File: src/rtl/wave_seq_pkg.sv
// Shared types and wave-select helpers for the waveform sequencer.
package wave_seq_pkg;

  localparam int unsigned SEL_W = 3;
  localparam int unsigned ENA_W = 8;

  localparam logic [SEL_W-1:0] WS_TRI = 3'd4;
  localparam logic [SEL_W-1:0] WS_SAW = 3'd5;

  typedef enum logic [1:0] {
    ST_IDLE  = 2'd0,
    ST_RUN   = 2'd1,
    ST_DRAIN = 2'd2,
    ST_MUTE  = 2'd3
  } state_e;

  // Control byte layout as offered on cfg_control.
  typedef struct packed {
    logic [3:0]       rsvd;
    logic [SEL_W-1:0] sel;
    logic             run;
  } cfg_ctrl_t;

  function automatic logic ws_reserved(input logic [SEL_W-1:0] sel);
    return (sel == 3'd3) || (sel == 3'd6) || (sel == 3'd7);
  endfunction

  function automatic logic [ENA_W-1:0] ws_onehot(input logic [SEL_W-1:0] sel);
    return ws_reserved(sel) ? '0 : (ENA_W'(1) << sel);
  endfunction

  // Phase-wrap line belonging to the group that owns a select value.
  function automatic logic [2:0] ws_wrap_bit(input logic [SEL_W-1:0] sel);
    if (ws_reserved(sel)) return 3'b000;
    if (sel == WS_TRI)    return 3'b010;
    if (sel == WS_SAW)    return 3'b100;
    return 3'b001;
  endfunction

endpackage

File: src/rtl/wave_seq_timer.sv
// DRAIN watchdog: counts cycles from start, flags expired on the TIMEOUT_CYC-th cycle.
module wave_seq_timer #(
  parameter int unsigned TIMEOUT_CYC = 65535
) (
  input  logic clk,
  input  logic rst_n,
  input  logic start,
  input  logic clear,
  output logic expired
);

  localparam int unsigned LIMIT = (TIMEOUT_CYC > 0) ? TIMEOUT_CYC - 1 : 0;
  localparam int unsigned CNT_W = (LIMIT > 0) ? $clog2(LIMIT + 1) : 1;

  logic [CNT_W-1:0] cnt_q, cnt_d;
  logic             run_q, run_d;
  logic             exp_q, exp_d;

  always_comb begin
    cnt_d = cnt_q;
    run_d = run_q;
    exp_d = exp_q;
    if (clear) begin
      cnt_d = '0;
      run_d = 1'b0;
      exp_d = 1'b0;
    end else if (start) begin
      cnt_d = '0;
      run_d = 1'b1;
      exp_d = (LIMIT == 0);
    end else if (run_q && !exp_q) begin
      cnt_d = cnt_q + CNT_W'(1);
      exp_d = (cnt_d == CNT_W'(LIMIT));
    end
  end

  always_ff @(posedge clk or negedge rst_n) begin
    if (!rst_n) begin
      cnt_q <= '0;
      run_q <= 1'b0;
      exp_q <= 1'b0;
    end else begin
      cnt_q <= cnt_d;
      run_q <= run_d;
      exp_q <= exp_d;
    end
  end

  assign expired = exp_q;

endmodule

File: src/rtl/wave_sequencer.sv
// Waveform sequencer: config handshake, drain-until-wrap mode switch and one-cycle mute.
// Define WAVE_SEQ_SOFTSTART_EN to ramp amplitude_o from 0 on every RUN entry.
module wave_sequencer
  import wave_seq_pkg::*;
#(
  parameter int unsigned DATA_W      = 16,
  parameter int unsigned TIMEOUT_CYC = 65535,
  parameter int unsigned AMP_STEP    = 64
) (
  input  logic              clk,
  input  logic              rst_n,
  input  logic              cfg_valid,
  output logic              cfg_ready,
  input  logic [7:0]        cfg_control,
  input  logic [DATA_W-1:0] cfg_prescaler,
  input  logic [DATA_W-1:0] cfg_amplitude,
  input  logic [DATA_W-1:0] data_trig,
  input  logic [DATA_W-1:0] data_tri,
  input  logic [DATA_W-1:0] data_saw,
  input  logic [2:0]        wrap_i,
  output logic [ENA_W-1:0]  ena_o,
  output logic [DATA_W-1:0] prescaler_o,
  output logic [DATA_W-1:0] amplitude_o,
  output logic [DATA_W-1:0] data_o,
  output logic              busy_o,
  output logic              timeout_o
);

  localparam logic [DATA_W-1:0] STEP = DATA_W'(AMP_STEP);

  cfg_ctrl_t         ctrl_c;
  state_e            state_q, state_d;
  logic              hs_c, live_c, timer_start_c, timer_clear_c, timer_expired;
  logic              shadow_run_q, shadow_run_d;
  logic [SEL_W-1:0]  shadow_sel_q, shadow_sel_d, act_sel_q, act_sel_d;
  logic [DATA_W-1:0] shadow_presc_q, shadow_presc_d, shadow_amp_q, shadow_amp_d;
  logic [DATA_W-1:0] act_presc_q, act_presc_d, act_amp_q, act_amp_d;
  logic [ENA_W-1:0]  ena_q, ena_d;
  logic [DATA_W-1:0] presc_q, presc_d, amp_q, amp_d, data_q, data_d, sample_c;
  logic              ready_q, ready_d, busy_q, busy_d, timeout_q, timeout_d;
  logic              unused_c;

  assign ctrl_c        = cfg_control;
  assign hs_c          = cfg_valid && ready_q;
  assign timer_start_c = (state_q == ST_RUN) && hs_c;
  assign timer_clear_c = (state_q == ST_DRAIN) && (state_d != ST_DRAIN);

  wave_seq_timer #(.TIMEOUT_CYC(TIMEOUT_CYC)) u_timer (
    .clk     (clk),
    .rst_n   (rst_n),
    .start   (timer_start_c),
    .clear   (timer_clear_c),
    .expired (timer_expired)
  );

  // Next state, shadow capture and active-configuration selection.
  always_comb begin
    state_d        = state_q;
    shadow_run_d   = shadow_run_q;
    shadow_sel_d   = shadow_sel_q;
    shadow_presc_d = shadow_presc_q;
    shadow_amp_d   = shadow_amp_q;
    act_sel_d      = act_sel_q;
    act_presc_d    = act_presc_q;
    act_amp_d      = act_amp_q;
    timeout_d      = 1'b0;
    if (hs_c) begin
      shadow_run_d   = ctrl_c.run;
      shadow_sel_d   = ctrl_c.sel;
      shadow_presc_d = cfg_prescaler;
      shadow_amp_d   = cfg_amplitude;
    end
    case (state_q)
      ST_IDLE: begin
        if (hs_c && ctrl_c.run) begin
          state_d     = ST_RUN;
          act_sel_d   = ctrl_c.sel;
          act_presc_d = cfg_prescaler;
          act_amp_d   = cfg_amplitude;
        end
      end
      ST_RUN: begin
        if (hs_c) state_d = ST_DRAIN;
      end
      ST_DRAIN: begin
        if (ws_reserved(act_sel_q) || (|(wrap_i & ws_wrap_bit(act_sel_q)))) begin
          state_d = ST_MUTE;
        end else if (timer_expired) begin
          state_d   = ST_MUTE;
          timeout_d = 1'b1;
        end
      end
      ST_MUTE: begin
        state_d     = shadow_run_q ? ST_RUN : ST_IDLE;
        act_sel_d   = shadow_sel_q;
        act_presc_d = shadow_presc_q;
        act_amp_d   = shadow_amp_q;
      end
      default: state_d = ST_IDLE;
    endcase
  end

  // Sample mux for the group the next cycle will be driving.
  always_comb begin
    sample_c = '0;
    if (act_sel_d == WS_TRI)          sample_c = data_tri;
    else if (act_sel_d == WS_SAW)     sample_c = data_saw;
    else if (!ws_reserved(act_sel_d)) sample_c = data_trig;
  end

  assign live_c  = (state_d == ST_RUN) || (state_d == ST_DRAIN);
  assign ena_d   = live_c ? ws_onehot(act_sel_d) : '0;
  assign presc_d = live_c ? act_presc_d : '0;
  assign data_d  = live_c ? sample_c : '0;
  assign ready_d = (state_d == ST_IDLE) || (state_d == ST_RUN);
  assign busy_d  = (state_d == ST_DRAIN) || (state_d == ST_MUTE);

`ifdef WAVE_SEQ_SOFTSTART_EN
  logic [DATA_W:0] amp_sum_c;

  // Ramp while running, freeze while draining, restart from zero on each RUN entry.
  always_comb begin
    amp_sum_c = {1'b0, amp_q} + {1'b0, STEP};
    amp_d     = '0;
    if (live_c && (state_q == ST_RUN)) begin
      amp_d = (amp_sum_c >= {1'b0, act_amp_q}) ? act_amp_q : amp_sum_c[DATA_W-1:0];
    end else if (live_c && (state_q == ST_DRAIN)) begin
      amp_d = amp_q;
    end
  end

  assign unused_c = ^ctrl_c.rsvd;
`else
  assign amp_d    = live_c ? act_amp_d : '0;
  assign unused_c = ^{ctrl_c.rsvd, STEP};
`endif

  always_ff @(posedge clk or negedge rst_n) begin
    if (!rst_n) begin
      state_q        <= ST_IDLE;
      shadow_run_q   <= 1'b0;
      shadow_sel_q   <= '0;
      shadow_presc_q <= '0;
      shadow_amp_q   <= '0;
      act_sel_q      <= '0;
      act_presc_q    <= '0;
      act_amp_q      <= '0;
      ena_q          <= '0;
      presc_q        <= '0;
      amp_q          <= '0;
      data_q         <= '0;
      ready_q        <= 1'b0;
      busy_q         <= 1'b0;
      timeout_q      <= 1'b0;
    end else begin
      state_q        <= state_d;
      shadow_run_q   <= shadow_run_d;
      shadow_sel_q   <= shadow_sel_d;
      shadow_presc_q <= shadow_presc_d;
      shadow_amp_q   <= shadow_amp_d;
      act_sel_q      <= act_sel_d;
      act_presc_q    <= act_presc_d;
      act_amp_q      <= act_amp_d;
      ena_q          <= ena_d;
      presc_q        <= presc_d;
      amp_q          <= amp_d;
      data_q         <= data_d;
      ready_q        <= ready_d;
      busy_q         <= busy_d;
      timeout_q      <= timeout_d;
    end
  end

  assign cfg_ready   = ready_q;
  assign ena_o       = ena_q;
  assign prescaler_o = presc_q;
  assign amplitude_o = amp_q;
  assign data_o      = data_q;
  assign busy_o      = busy_q;
  assign timeout_o   = timeout_q;

endmodule
File: config.mk
export PLATFORM = sky130hd
export DESIGN_NAME = wave_sequencer
export DESIGN_NICKNAME = d
export VERILOG_FILES = /design/src/rtl/wave_seq_pkg.sv /design/src/rtl/wave_seq_timer.sv /design/src/rtl/wave_sequencer.sv
export SDC_FILE = /design/constraint.sdc
export NUM_CORES = 1
export LEC_CHECK = 0
export BUFFER_PORTS_ARGS = -buffer_cell sky130_fd_sc_hd__buf_2
export CAP_MARGIN = 20
export CORE_UTILIZATION = 55
export CTS_BUF_LIST = sky130_fd_sc_hd__clkbuf_8
export CTS_CLUSTER_SIZE = 12
export DETAILED_ROUTE_END_ITERATION = 7
export PLACE_DENSITY = 0.88
export SLEW_MARGIN = 20
export SYNTH_ARGS = -nofsm -noshare
export SYNTH_HDL_FRONTEND = slang
export SYNTH_SLANG_ARGS = --single-unit
File: constraint.sdc
create_clock -name clk -period 6.25 [get_ports clk]
set_clock_uncertainty 0.15 [all_clocks]
set_input_delay 0.9375 -clock clk [delete_from_list [all_inputs] [get_ports clk]]
set_output_delay 0.9375 -clock clk [all_outputs]
set_load 0.03 [all_outputs]
## After elaboration in Yosys (flattened, before gate mapping)

Cells that the tools add are included.

| operators by class | value |
|---|---|
| $add $sub $neg | 1 |
| equal/unequal tests | 18 |
| shift operators | 1 |
| multiplexer cells | 47 |
| bitwise operators | 1 |
| reduce and logical (&&, ||, !) cells | 19 |

Operators by type and width:

| kind | number |
|---|---|
| two-way mux 16 bit | 11 |
| one-hot mux 16 bit (2 select lines) | 2 |
| == test 3 bit, second input constant | 8 |
| two-way mux 3 bit | 8 |
| two-way mux 1 bit | 18 |
| adder 16 x 1 -> 16 bit, second input constant | 1 |
| == test 16 bit, second input constant | 1 |
| two-way mux 8 bit | 2 |
| == test 2 bit, second input constant | 4 |
| logical OR 1 bit | 8 |
| two-way mux 2 bit | 4 |
| one-hot mux 2 bit (4 select lines) | 1 |
| << shifter 1 x 3 -> 8 bit, first input constant | 1 |
| == test 3 x 2 -> 1 bit, second input constant | 2 |
| one-hot mux 3 bit (2 select lines) | 1 |
| logical AND 1 bit | 5 |
| == test 2 x 1 -> 1 bit, second input constant | 2 |
| logical NOT 2 bit | 2 |
| bitwise AND 3 bit | 1 |
| nonzero test 3 bit | 1 |
| OR reduction 3 bit | 1 |
| inequality test 2 bit, second input constant | 1 |
| nonzero test 2 bit | 1 |
| logical NOT 1 bit | 1 |

| word-level totals | value |
|---|---|
| register bits after elaboration | 150 |
| bits of input ports | 94 |
| logic and storage cells | 105 |

## Depth between registers and ports, before layout

| logic depth | value |
|---|---|
| word-level depth | 22 |
| depth in mapped cells | 14 |
| depth with buffers taken out | 12 |

## Hierarchy

Synthesis repeated with hierarchy kept, for this count alone.

| second synthesis, totals | value |
|---|---|
| cells, all modules | 572 |
| area total of the unflattened synthesis | 6,700.2 sq um |

By module, submodules not included:

| module | times used | cells an instance | area each (sq um) | sequential area each (sq um) |
|---|---|---|---|---|
| wave_sequencer | 1 | 452 | 5,607.9 | 3,303.2 |
| wave_seq_timer | 1 | 120 | 1,092.3 | 450.4 |

## Least setup slack after synthesis

No wires, ideal clock.

| timing path | value |
|---|---|
| kind | input port to flip-flop |
| from | input wrap_i[1] |
| to | register data_q[10], in the netlist data_o[10] |
| arrival | 3.259 ns |
| path slack | 2.761 ns |
| cell stages on the path | 11 |
| buffers on the path | 2 |
| path through | or3b_1 -> a21oi_1 -> nor2_1 -> o21ai_1 -> a32o_1 -> ha_1 -> buf_1 -> or4_1 -> a21o_4 -> buf_6 -> o22ai_2 |

| on the way | value |
|---|---|
| longest elaborated chain between the ends | 8 |

Ends and longest elaborated chain:

| element | RTL line | RTL |
|---|---|---|
| from (decl) | wave_sequencer.sv:20 | `input logic [2:0] wrap_i,` |
| bitwise AND 3 bit * | wave_sequencer.sv:86 | `if (ws_reserved(act_sel_q) \|\| (\|(wrap_i & ws_wrap_bit(act_sel_q)))) begin` |
| OR reduction 3 bit * | wave_sequencer.sv:86 |  |
| logical OR 1 bit * | wave_sequencer.sv:86 |  |
| two-way mux 2 bit * | wave_sequencer.sv:86 |  |
| one-hot mux 2 bit (4 select lines) * | wave_sequencer.sv:73 | `case (state_q)` |
| == test 2 x 1 -> 1 bit or == test 2 bit (tied branches) | wave_sequencer.sv:111 | `assign live_c = (state_d == ST_RUN) \|\| (state_d == ST_DRAIN);` |
| logical OR 1 bit * | wave_sequencer.sv:111 |  |
| two-way mux 16 bit * | wave_sequencer.sv:114 | `assign data_d = live_c ? sample_c : '0;` |
| via data_d[10] | wave_sequencer.sv:39 | `logic [DATA_W-1:0] presc_q, presc_d, amp_q, amp_d, data_q, data_d, sample_c;` |
| to (signal assigned) | wave_sequencer.sv:167 | `data_q <= data_d;` |
| to (decl) | wave_sequencer.sv:39 |  |

Mark *: on every way through the listed nets, which the timed path passes. The rest lies on a longest branch.
A chain may end at the register's enable or synchronous reset.

## Worst setup path after layout

| timing path | value |
|---|---|
| from | register state_q[0] |
| to | register data_q[15], in the netlist data_o[15] |

| on the way | value |
|---|---|
| longest elaborated chain between the ends | 9 |

Ends and longest elaborated chain:

| element | RTL line | RTL |
|---|---|---|
| from (decl) | wave_sequencer.sv:32 | `state_e state_q, state_d;` |
| from (signal assigned) | wave_sequencer.sv:156 | `state_q <= state_d;` |
| == test 2 bit or logical NOT 2 bit (tied branches) | wave_sequencer.sv:73 |  |
| one-hot mux 3 bit (2 select lines) | wave_sequencer.sv:73 |  |
| == test 3 x 2 -> 1 bit or == test 3 bit (tied branches) | wave_seq_pkg.sv:25 | `return (sel == 3'd3) \|\| (sel == 3'd6) \|\| (sel == 3'd7);` |
| logical OR 1 bit (2 in a row) | wave_seq_pkg.sv:25 |  |
| two-way mux 16 bit | wave_sequencer.sv:108 | `else if (!ws_reserved(act_sel_d)) sample_c = data_trig;` |
| two-way mux 16 bit | wave_sequencer.sv:107 | `else if (act_sel_d == WS_SAW) sample_c = data_saw;` |
| two-way mux 16 bit | wave_sequencer.sv:106 | `if (act_sel_d == WS_TRI) sample_c = data_tri;` |
| two-way mux 16 bit * | wave_sequencer.sv:114 |  |
| via data_d[15] | wave_sequencer.sv:39 |  |

Marks and branches as above.

==> results by group <==
Run status
  – Run status: finished with violations
  – Violations in the final reports: design-rule violations

Placement
  – Final GP Congestion: 0.8305
  – # port buffers: 148
  – HPWL reported at the end of detailed placement: 9651 um
  – Cell count after placement: 822

Critical path
  – Critical-path top delay cell: sky130_fd_sc_hd__ha_2
  – Worst setup path startpoint: state_q[0]
  – CP Max Fanout: 34
  – CP Capture Type: register
  – Arrival @ worst endpoint: 3.99 ns
  – Ordered cell list for the critical path: inv_1 -> ha_1 -> a21oi_1 -> inv_1 -> o22ai_1 -> a32o_1 -> ha_2 -> or3_1 -> o22ai_1
  – Critical path data required time: 6.37 ns
  – Category of the most critical setup path: register to register
  – Setup slack of the worst register-to-register path: 2.38 ns
  – Worst path max stage delay: 0.83 ns
  – Reg2reg start: state_q[0]
  – Critical Path Source Type: register

Clock tree
  – Setup Buffers After CTS: 0
  – Clock latency of the later-clocked register in the worst-skew pair: 0.44 ns
  – CTS clock-pin slew for the worst setup and hold paths: 0.07 ns
  – Hold buffer count at cts: 0
  – Root Buffer Master: sky130_fd_sc_hd__clkbuf_8
  – H-tree levels: 4
  – Count of cells resized by post-cts repair: 0
  – Longest Clk Path Bufs: 2
  – CTS tree: done
  – Number of buffers inserted during clock tree synthesis: 17
  – Sink Count: 150

Logic synthesis
  – Synth Cell Area: 0.006583 mm2
  – EDFF count, synth: 0
  – Cells after synthesis: 565
  – Cell variety after synth: 53
  – Top flip-flop cell by instance count after synthesis: sky130_fd_sc_hd__dfrtp_1
  – Share of flip-flops with an asynchronous set or reset: 100.0%
  – Synthesized area divided by synthesized cell count: 11.65 um2
  – Synth Register Bits: 150
  – Number of warning messages in the yosys log: 0
  – Sequential cell area fraction in the yosys report: 57.02%

Floorplanning
  – Total core area: 0.01156 mm2
  – Horizontal die dimension: 111.4 um
  – Number of top-level design ports: 153
  – Floorplan row count: 39
  – Starting density of the core: 56.92%
  – Die outline area: 0.01241 mm2
  – Die Y-Extent: 111.4 um

Routing
  – Total routed wirelength: 14,960 um
  – DRC marker count from the first detailed-route iteration: 644
  – Overall via count from detail_route: 5,076
  – Number of antenna-violating nets in the routed design: 0
  – First-pass detailed-route iteration total: 8
  – Vias per std cell: 5.937
  – Post-detailed-route wirelength per cell: 17.49 um
  – Residual DRC count: 19

Global routing
  – Maximum number of pins on one net before global-route repair: 100
  – Leftover overflow at the end of global routing: 0
  – Via count of the first global-routing pass: 5,131
  – All-layer global routing usage: 25.41%
  – Antenna violations before repair: 0
  – First-pass GRT wire length: 24,670 um

STA
  – Setup Total Neg Slack: 0 ns
  – Tmin final: 3.869 ns
  – Worst max-slew margin expressed relative to the limit: 38.41%
  – Final count of hold timing violations: 0
  – Max-slew violations: 0
  – Share of the clock period used by the worst path after layout: 61.91%
  – Transition time of the tightest slew-check pin: 0.9239 ns
  – Setup repair after global routing missed its margin: no
  – Total setup violations reported at the end of the flow: 0
  – Maximum clock rate: 0.2584 GHz

Layout
  – Final-stage net count: 803
  – Commonest non-fill, non-tap cells in the layout: sky130_fd_sc_hd__dfrtp_1, sky130_fd_sc_hd__buf_2, sky130_fd_sc_hd__inv_1
  – Number of cells in the finished layout apart from fillers: 855
  – Inserted Diodes: 0
  – Layout Area Growth over Synthesis: 18.13%
  – Number of filler instances in the final layout: 834
  – Share of layout cells above drive strength 1: 33.57%
  – Area of the multi-input gates: 0.002470 mm2
  – Leading cell type in the layout, fill and taps excluded: sky130_fd_sc_hd__dfrtp_1
  – Register area: 0.003754 mm2

Worst hold path
  – Worst min-delay path category: register to register
  – Start point of the worst hold path: u_timer.run_q

Power
  – Power per standard cell area: 505.8 mW/mm2
  – VDD IR-drop max: 0.0003517 V
  – Standby leakage power: 4.128 nW

Run
  – Max-capacitance violation count: 0
==> synth_stat cells (3+ instances only) <==
cell type	n	share of area [%]
sky130_fd_sc_hd__a21oi_1	12	0.91
sky130_fd_sc_hd__a222oi_1	31	4.7
sky130_fd_sc_hd__a22o_1	31	4.1
sky130_fd_sc_hd__and3_1	7	0.67
sky130_fd_sc_hd__and4_1	3	0.40
sky130_fd_sc_hd__buf_2	4	0.30
sky130_fd_sc_hd__clkbuf_1	33	1.9
sky130_fd_sc_hd__dfrtp_1	150	57
sky130_fd_sc_hd__ha_1	10	1.9
sky130_fd_sc_hd__inv_1	56	3.2
sky130_fd_sc_hd__mux2_2	35	6.0
sky130_fd_sc_hd__mux2i_1	16	2.4
sky130_fd_sc_hd__nand2_1	15	0.86
sky130_fd_sc_hd__nand3_1	10	0.76
sky130_fd_sc_hd__nand3b_1	3	0.34
sky130_fd_sc_hd__nand4_1	6	0.57
sky130_fd_sc_hd__nor2_1	53	3.0
sky130_fd_sc_hd__nor2b_1	4	0.38
sky130_fd_sc_hd__nor3_1	5	0.38
sky130_fd_sc_hd__o21ai_0	5	0.38
sky130_fd_sc_hd__o22ai_1	8	0.76
sky130_fd_sc_hd__o22ai_2	10	1.9
sky130_fd_sc_hd__or2_2	3	0.29
sky130_fd_sc_hd__or3_1	4	0.38
sky130_fd_sc_hd__xnor2_1	11	1.5
sky130_fd_sc_hd__xor2_1	5	0.67
==> final cells by class <==
cell class,instances,share of cell area [%]
clock buffer,20,3.540
clock inverter,12,1.142
timing repair buffer,154,10.23
inverter,57,2.751
sequential,150,48.27
tap,143,2.301
multi-input combinational,319,31.76
==> path summary, 6_finish.rpt <==
kind / end / cells after the start
setup / recovery: data_o[15] / 9
hold / removal: u_timer.run_q / 2
setup reg to reg: data_o[15] / 9
hold reg to reg: u_timer.run_q / 2
max in group asynchronous: prescaler_o[11] / 2
min in group asynchronous: amplitude_o[13] / 1
==> kinds of logic (layout without fill, tap and decap cells) <==
kind of cell / after synthesis / after routing / synth area share [%]
AO/OA/AOI/OAI: 115 / 115 / 15.23
flip-flops: 150 / 150 / 57.02
AND/OR/NAND/NOR: 124 / 124 / 9.409
XOR/XNOR: 16 / 16 / 2.129
other: 1 / 3 / 0.05697
multiplexers: 51 / 51 / 8.420
buffers and inverters: 98 / 243 / 5.835
adder cells (fa/ha/maj): 10 / 10 / 1.901
==> flip-flops by register name, summed over array words and instances (netlist names) <==
signal	cells
shadow_sel_q	3
act_presc_q	16
u_timer.cnt_q	16
act_amp_q	16
busy_o	1
cfg_ready	1
ena_o	8
shadow_amp_q	16
timeout_o	1
u_timer.expired	1
act_sel_q	3
prescaler_o	16
shadow_presc_q	16
data_o	16
shadow_run_q	1
u_timer.run_q	1
state_q	2
amplitude_o	16
==> report_power, final <==
| part | switching, W | total (W) | internal, W |
|---|---|---|---|
| sequential | 0.000159 | 0.00144 | 0.00129 |
| clock | 0.000339 | 0.000677 | 0.000338 |
| combinational | 0.00114 | 0.00181 | 0.000667 |
==> worst max-delay path: cells and delay by family, from the launching register on <==
family / cells / cell delay (ns)
buffers and inverters: 2 / 0.25
flip-flops: 1 / 0.40
AO/OA/AOI/OAI: 4 / 0.71
AND/OR/NAND/NOR: 1 / 0.74
adder cells (fa/ha/maj): 2 / 1.46
==> metrics by stage <==
stage          hold slack, ns  util, %  power, W  cell area, um2  setup slack, ns
2_1_floorplan          0.2973        -  0.002802            6590            2.761
5_1_grt                0.3604    67.24  0.004188            7776            2.123
4_1_cts                0.3421    67.14  0.003946            7765            2.401
3_3_place_gp           0.3207    63.97  0.003148            7398            2.040
6_report               0.3397    67.24  0.003933            7776            2.381
3_5_place_dp           0.3224    63.99  0.003262            7401            2.032
==> metal layers <==
metal / wire length (um) / global-route usage (%)
met1: 6047 / 31.66
met3: 936 / 6.151
met5: 0 / 0
met4: 295 / 9.820
met2: 7677 / 43.04
Note: power is estimated with default switching activity, not from simulation.
